<file path="config.mk">
export PLATFORM = sky130hd
export DESIGN_NAME = key_sequencer_flat
export DESIGN_NICKNAME = d
export VERILOG_FILES = /design/src/rtl/key_if.sv /design/src/rtl/key_sequencer.sv /design/src/flat_wrapper.sv
export SDC_FILE = /design/constraint.sdc
export NUM_CORES = 1
export LEC_CHECK = 0
export CORE_MARGIN = 2
export CORE_UTILIZATION = 38
export CTS_CLUSTER_SIZE = 20
export DETAILED_ROUTE_END_ITERATION = 6
export DONT_BUFFER_PORTS = 1
export HOLD_SLACK_MARGIN = 0.08
export PLACE_DENSITY = 0.59
export SLEW_MARGIN = 10
export SYNTH_ARGS = -nofsm -noshare
export SYNTH_HDL_FRONTEND = slang
export SYNTH_SLANG_ARGS = --single-unit
export TNS_END_PERCENT = 100
</file>
<file path="constraint.sdc">
create_clock -name clk -period 5.1 [get_ports clk]
set_clock_uncertainty 0.15 [all_clocks]
set_input_delay 0 -clock clk [delete_from_list [all_inputs] [get_ports clk]]
set_output_delay 0 -clock clk [all_outputs]
set_load 0.02 [all_outputs]
</file>
<file path="src/rtl/key_if.sv">
// ----------------------------------------------------------------------------
// key_if -- keypad-side bus of the key sequencer.
//
// Signals:
//   key_code    [3:0]          translated key (0-9 digit, A/B/E op, C clear,
//                              D equals, F '#')
//   key_valid                  one-cycle strobe qualifying key_code
//   operand_a   [4*N_DIGITS-1:0] first operand, packed BCD, LSD in [3:0]
//   operand_b   [4*N_DIGITS-1:0] second operand, packed BCD, LSD in [3:0]
//   op_code     [1:0]          latched operator (A=01, B=10, '*'=11, none=00)
//   calc_start                 one-cycle pulse, operands/op_code valid
//   clear_pulse                one-cycle pulse on accepted clear
//   err_pulse                  one-cycle pulse on rejected key
//   state_o     [1:0]          current sequencer state
//
// Modports: master = keypad / consumer side, slave = key_sequencer.
// ----------------------------------------------------------------------------
interface key_if #(
    parameter int N_DIGITS = 4
);
    logic [3:0]            key_code;
    logic                  key_valid;
    logic [4*N_DIGITS-1:0] operand_a;
    logic [4*N_DIGITS-1:0] operand_b;
    logic [1:0]            op_code;
    logic                  calc_start;
    logic                  clear_pulse;
    logic                  err_pulse;
    logic [1:0]            state_o;

    modport master (
        output key_code, key_valid,
        input  operand_a, operand_b, op_code,
        input  calc_start, clear_pulse, err_pulse, state_o
    );

    modport slave (
        input  key_code, key_valid,
        output operand_a, operand_b, op_code,
        output calc_start, clear_pulse, err_pulse, state_o
    );
endinterface

</file>
<file path="src/rtl/key_sequencer.sv">
// ----------------------------------------------------------------------------
// key_sequencer -- collects two BCD operands and an operator from a keypad
// and issues a one-cycle calc_start when equals completes the expression.
//
// Ports:
//   clk    system clock, rising edge
//   rst_n  asynchronous active-low reset
//   bus    key_if.slave: key_code/key_valid in; operands, op_code,
//          calc_start, clear_pulse, err_pulse, state_o out (all registered)
//
// Parameter:
//   N_DIGITS  maximum decimal digits per operand (1..8)
//
// Build option:
//   BACKSPACE_EN  when defined, '#' deletes the last entered digit of the
//                 operand being edited; otherwise '#' is silently ignored.
// ----------------------------------------------------------------------------
module key_sequencer #(
    parameter int N_DIGITS = 4
) (
    input logic  clk,
    input logic  rst_n,
    key_if.slave bus
);
    localparam int         W       = 4 * N_DIGITS;
    localparam logic [3:0] MAX_CNT = 4'(N_DIGITS);

    typedef enum logic [1:0] {
        S_A    = 2'b00,
        S_OP   = 2'b01,
        S_B    = 2'b10,
        S_DONE = 2'b11
    } state_t;

    state_t         state_q, state_d;
    logic [W-1:0]   a_q, a_d, b_q, b_d;
    logic [1:0]     op_q, op_d;
    logic [3:0]     cnt_a_q, cnt_a_d, cnt_b_q, cnt_b_d;
    logic           calc_q, calc_d, clr_q, clr_d, err_q, err_d;
    logic           armed_q;

    // Low for the first edge after reset release so a key strobe that
    // overlaps the release cycle is dropped.
    logic key_accept;
    assign key_accept = bus.key_valid && armed_q;

    logic is_digit, is_op, is_clear, is_equals;
    assign is_digit  = (bus.key_code <= 4'h9);
    assign is_op     = (bus.key_code == 4'hA) || (bus.key_code == 4'hB) ||
                       (bus.key_code == 4'hE);
    assign is_clear  = (bus.key_code == 4'hC);
    assign is_equals = (bus.key_code == 4'hD);
`ifdef BACKSPACE_EN
    logic is_hash;
    assign is_hash   = (bus.key_code == 4'hF);
`endif

    logic [1:0] op_map;
    always_comb begin
        unique case (bus.key_code)
            4'hA:    op_map = 2'b01;
            4'hB:    op_map = 2'b10;
            4'hE:    op_map = 2'b11;
            default: op_map = 2'b00;
        endcase
    end

    // NOTE: every signal gets its hold value before any branch, so no path
    // leaves one unassigned and no latch is inferred.
    always_comb begin
        state_d = state_q;
        a_d     = a_q;
        b_d     = b_q;
        op_d    = op_q;
        cnt_a_d = cnt_a_q;
        cnt_b_d = cnt_b_q;
        calc_d  = 1'b0;
        clr_d   = 1'b0;
        err_d   = 1'b0;

        if (key_accept) begin
            if (is_clear) begin
                state_d = S_A;
                a_d     = '0;
                b_d     = '0;
                op_d    = 2'b00;
                cnt_a_d = '0;
                cnt_b_d = '0;
                clr_d   = 1'b1;
            end else begin
                unique case (state_q)
                    S_A: begin
                        if (is_digit) begin
                            if (cnt_a_q == MAX_CNT) begin
                                err_d = 1'b1;
                            end else begin
                                a_d     = (a_q << 4) | W'(bus.key_code);
                                cnt_a_d = cnt_a_q + 4'd1;
                            end
                        end else if (is_op) begin
                            op_d    = op_map;
                            state_d = S_OP;
                        end else if (is_equals) begin
                            err_d = 1'b1;
`ifdef BACKSPACE_EN
                        end else if (is_hash) begin
                            if (cnt_a_q != 4'd0) begin
                                a_d     = a_q >> 4;
                                cnt_a_d = cnt_a_q - 4'd1;
                            end else begin
                                err_d = 1'b1;
                            end
`endif
                        end
                    end
                    S_OP: begin
                        if (is_digit) begin
                            b_d     = W'(bus.key_code);
                            cnt_b_d = 4'd1;
                            state_d = S_B;
                        end else if (is_op) begin
                            op_d = op_map;
                        end else if (is_equals) begin
                            err_d = 1'b1;
`ifdef BACKSPACE_EN
                        end else if (is_hash) begin
                            err_d = 1'b1;
`endif
                        end
                    end
                    S_B: begin
                        if (is_digit) begin
                            if (cnt_b_q == MAX_CNT) begin
                                err_d = 1'b1;
                            end else begin
                                b_d     = (b_q << 4) | W'(bus.key_code);
                                cnt_b_d = cnt_b_q + 4'd1;
                            end
                        end else if (is_op) begin
                            err_d = 1'b1;
                        end else if (is_equals) begin
                            calc_d  = 1'b1;
                            state_d = S_DONE;
`ifdef BACKSPACE_EN
                        end else if (is_hash) begin
                            if (cnt_b_q != 4'd0) begin
                                b_d     = b_q >> 4;
                                cnt_b_d = cnt_b_q - 4'd1;
                            end else begin
                                err_d = 1'b1;
                            end
`endif
                        end
                    end
                    S_DONE: begin
                        // A digit starts a fresh expression without a clear.
                        if (is_digit) begin
                            a_d     = W'(bus.key_code);
                            b_d     = '0;
                            op_d    = 2'b00;
                            cnt_a_d = 4'd1;
                            cnt_b_d = '0;
                            state_d = S_A;
                        end else if (is_op || is_equals) begin
                            err_d = 1'b1;
`ifdef BACKSPACE_EN
                        end else if (is_hash) begin
                            err_d = 1'b1;
`endif
                        end
                    end
                    default: state_d = S_A;
                endcase
            end
        end
    end

    // NOTE: sequential state uses non-blocking assignments so every flop
    // samples the pre-edge values regardless of statement order.
    always_ff @(posedge clk or negedge rst_n) begin
        if (!rst_n) begin
            state_q <= S_A;
            a_q     <= '0;
            b_q     <= '0;
            op_q    <= 2'b00;
            cnt_a_q <= '0;
            cnt_b_q <= '0;
            calc_q  <= 1'b0;
            clr_q   <= 1'b0;
            err_q   <= 1'b0;
            armed_q <= 1'b0;
        end else begin
            state_q <= state_d;
            a_q     <= a_d;
            b_q     <= b_d;
            op_q    <= op_d;
            cnt_a_q <= cnt_a_d;
            cnt_b_q <= cnt_b_d;
            calc_q  <= calc_d;
            clr_q   <= clr_d;
            err_q   <= err_d;
            armed_q <= 1'b1;
        end
    end

    assign bus.operand_a   = a_q;
    assign bus.operand_b   = b_q;
    assign bus.op_code     = op_q;
    assign bus.calc_start  = calc_q;
    assign bus.clear_pulse = clr_q;
    assign bus.err_pulse   = err_q;
    assign bus.state_o     = state_q;

endmodule
</file>
<file path="src/flat_wrapper.sv">
// flat-port wrapper written by rule: the top's interface ports become plain ports
module key_sequencer_flat 
#(
    parameter int N_DIGITS = 4
)
  (clk, rst_n, bus_key_code, bus_key_valid, bus_operand_a, bus_operand_b, bus_op_code, bus_calc_start, bus_clear_pulse, bus_err_pulse, bus_state_o);
  key_if #(.N_DIGITS(N_DIGITS)) bus_i ();
  input logic clk;
  input logic rst_n;
  input wire logic [$bits(bus_i.key_code)-1:0] bus_key_code;
  input wire logic [$bits(bus_i.key_valid)-1:0] bus_key_valid;
  output wire logic [$bits(bus_i.operand_a)-1:0] bus_operand_a;
  output wire logic [$bits(bus_i.operand_b)-1:0] bus_operand_b;
  output wire logic [$bits(bus_i.op_code)-1:0] bus_op_code;
  output wire logic [$bits(bus_i.calc_start)-1:0] bus_calc_start;
  output wire logic [$bits(bus_i.clear_pulse)-1:0] bus_clear_pulse;
  output wire logic [$bits(bus_i.err_pulse)-1:0] bus_err_pulse;
  output wire logic [$bits(bus_i.state_o)-1:0] bus_state_o;
  assign bus_i.key_code = bus_key_code;
  assign bus_i.key_valid = bus_key_valid;
  assign bus_operand_a = bus_i.operand_a;
  assign bus_operand_b = bus_i.operand_b;
  assign bus_op_code = bus_i.op_code;
  assign bus_calc_start = bus_i.calc_start;
  assign bus_clear_pulse = bus_i.clear_pulse;
  assign bus_err_pulse = bus_i.err_pulse;
  assign bus_state_o = bus_i.state_o;
  key_sequencer #(.N_DIGITS(N_DIGITS)) u_core (.clk(clk), .rst_n(rst_n), .bus(bus_i));
endmodule
</file>
==> results.md <==
* Largest net degree at the start of global routing at 49
* Final slew viol count at 0
* Crit. End Element: flip-flop
* Die area at 0.00737 mm²
* Register area share after synthesis at 0.472
* First-pass GRT wire length at 8.91 mm
* Final Setup Violations at 0
* Kind of critical path: reg2reg
* Placed instance area at 0.00258 mm²
* Syn nets at 259
* Overflow after GRT at 0
* Final HPWL DP at 3.55 mm
* Max Cap Violations at 0
* Core area at 0.00642 mm²
* Remaining DRCs at 0
* Share of post-route cells with drive strength above 1 at 0.113
* Multi-input logic area at 0.00117 mm²
* Leading area contributor after synthesis: dfrtp_1
* Routability cong. at 0.750
* Vias in the first global route at 1785
* Static Leak at 0.00131 µW
* Async SR Flop Fraction at 1.00
* Met1 WL at 2.48 mm
* YS warnings at 0
* Synth Register Bits at 48
* WL met3 at 302 µm
* Final hold viol count at 0
* Synth Cell Area at 0.00254 mm²
* Final Non-Filler Cells at 324
* Gr usage total at 0.154
* Initial antenna violation count at 0
* Post-Place Cells at 308
* Outcome: finished, final reports clean
* Fillers at 610
* Max Freq at 306 MHz
* Total I/O pin count at 46
* Maximum VDD drop at 197 µV
* First-pass iteration count of the detailed router at 6
* Resize count post-CTS at 0
* Die height at 85.8 µm
* Total Wirelength at 5.24 mm
* Syn Area/Cell at 10.5 µm²
* Hold Crit Class: in2async
* Worst rel slew slack at 0.273
* Total Neg Setup Slack at 0 ns
* Vias per Instance at 5.41
* Setup slack at placement at 1.79 ns
* Tightest Pin Transition at 1.09 ns
* Worst skew pair latency at 0.30 ns
* RSZ-0062 raised after global routing: no
* CP max stage cell: a21oi_2
* Met2 WL at 2.38 mm
* Critical Path Source: u_core.bus.state_o[1]$_DFFE_PN0P_
* Main synth FF type: dfrtp_1
* Critical path launch point type: flip-flop
* Clk Tree Root Cell: clkbuf_8
* Worst-path cell chain: ha_1 > o211ai_1 > nor3b_1 > a21oi_2 > mux2_2
* PwrDens at 529 mW/mm²
* Tmin final at 3.27 ns
* Reg2Reg Launch Point: u_core.bus.state_o[1]$_DFFE_PN0P_
* Top sig layer: met4
* Avg WL per Cell at 16.2 µm
* Storage element area at 0.00120 mm²
* EDFF count, synth at 0
* Synth Instances at 243
* Critical path arrival at 3.32 ns
* Finished Cell Area at 0.00279 mm²
* Final period utilization at 0.642
* Clk pin slew, worst setup/hold paths at 0.09 ns
* Top cell type's share of synthesized area at 0.472
* Synth-to-Final Area Change at 9.73%
* First DRT Iteration DRCs at 152
* Initial Util at 0.396
* CP required at 5.15 ns
* Number of port buffers at 0
* Via count at 1752
* Max FO, Critical Path at 19
* Crit path largest cell delay at 0.81 ns
* Total CTS buffers at 5
* Final worst slack at 1.83 ns
* Synth area leaders: dfrtp_1, mux2i_1, mux2_2
* Distinct cells, synth at 46
* FP Rows at 29
* Final net count at 262
* Number of H-tree levels at 2
* Post-route ant nets at 0
* Die Width at 85.8 µm
* Clock buffer depth at 2
* CTS tree: built
* Ant. Diodes at 0
* CTS Sinks at 48
==> area by class of cell <==
class	count	area share
timing repair buffer	10	0.0403
inverter	25	0.0336
sequential	48	0.430
multi-input combinational	156	0.420
clock inverter	3	0.0166
tap	77	0.0345
clock buffer	5	0.0246
==> power breakdown <==
group | total, µW | switching (µW) | internal [µW]
Combinational | 473 | 268 | 205
Clock | 283 | 136 | 148
Sequential | 720 | 222 | 498
Total | 1480 | 625 | 851
==> cells by family (layout without fill, tap and decap cells) <==
family	count (synthesis)	after routing	share of synthesized area
other	1	1	0.00147
buffers and inverters	39	43	0.0683
AND/OR/NAND/NOR	70	70	0.147
AO/OA/AOI/OAI	39	39	0.113
flip-flops	48	48	0.472
adder cells (fa/ha/maj)	9	9	0.0442
multiplexers	36	36	0.150
XOR/XNOR	1	1	0.00344
==> state kept, by name, summed over array words and instances (netlist names) <==
| signal | count |
|---|---|
| u_core.armed_q | 1 |
| u_core.bus.calc_start | 1 |
| u_core.bus.clear_pulse | 1 |
| u_core.bus.err_pulse | 1 |
| u_core.bus.op_code | 2 |
| u_core.bus.operand_a | 16 |
| u_core.bus.operand_b | 16 |
| u_core.bus.state_o | 2 |
| u_core.cnt_a_q | 4 |
| u_core.cnt_b_q | 4 |
==> layout by cell type, fill, tap and decap left out, types with 2 or more instances in the layout <==
cell type and instances:
o21ai_0 6, and3b_1 2, buf_4 2, o31ai_1 2, nor4_1 2, nand3_1 3
dlygate4sd3_1 7, nor2b_1 2, inv_1 25, mux2i_1 18, nand2_1 23, a211o_1 3
o21a_1 3, nor2_1 9, mux2_2 12, mux2_1 6, clkbuf_8 5, and2_1 4
ha_1 9, nor3b_1 2, o211ai_1 4, a31oi_1 2, nor3_1 15, dfrtp_1 48
a21oi_1 5, and3_1 3, a22o_1 2
==> path summary, 6_finish.rpt <==
path | slack, ns | endpoint | depth (start not counted)
max reg2reg | 1.83 | u_core.bus.operand_a[1]$_DFFE_PN0P_ | 5
max in group asynchronous | 4.51 | u_core.bus.state_o[0]$_DFFE_PN0P_ | 2
min reg2reg | 0.41 | u_core.cnt_b_q[2]$_DFFE_PN0P_ | 1
min | 0.07 | u_core.bus.op_code[0]$_DFFE_PN0P_ | 2
min in group clk | 0.11 | u_core.bus.op_code[1]$_DFFE_PN0P_ | 4
max | 1.83 | u_core.bus.operand_a[1]$_DFFE_PN0P_ | 5
==> per-layer routing <==
layer | vias to the layer above | GRT usage
li1 | 845 | -
met1 | 854 | 0.208
met2 | 45 | 0.238
met3 | 8 | 0.0472
met4 | 0 | 0.0505
met5 | - | 0
==> stage by stage <==
step                      total power [µW]  utilization  hold WS (ns)
after CTS                             1500        0.435        0.0856
after detailed placement              1190        0.402        -0.444
after floorplan                       1080            -        -0.446
after global routing                  1600        0.435        0.0980
final                                 1480        0.435        0.0663
after global placement                1180        0.402        -0.444
==> synth_stat cells (6+ instances only) <==
cell / instances
inv_1: 25
mux2_2: 12
nor3_1: 15
o21ai_0: 6
nand2_1: 23
a21oi_1: 6
ha_1: 9
mux2i_1: 18
mux2_1: 6
nor2_1: 9
clkbuf_1: 6
dfrtp_1: 48
==> worst max-delay path, delay by kind of cell (launching register included) <==
kind,cells,cell delay [ns]
AO/OA/AOI/OAI,2,1.14
adder cells (fa/ha/maj),1,0.64
flip-flops,1,0.56
multiplexers,1,0.42
AND/OR/NAND/NOR,1,0.24
==> repair_timing <==
action                                 in CTS  in global routing
setup buffers                               0                  0
hold buffers                                8                  0
endpoints found under the hold margin      66                  0
setup endpoints to repair                   0                  0
Power figures use the tool's default switching activity.
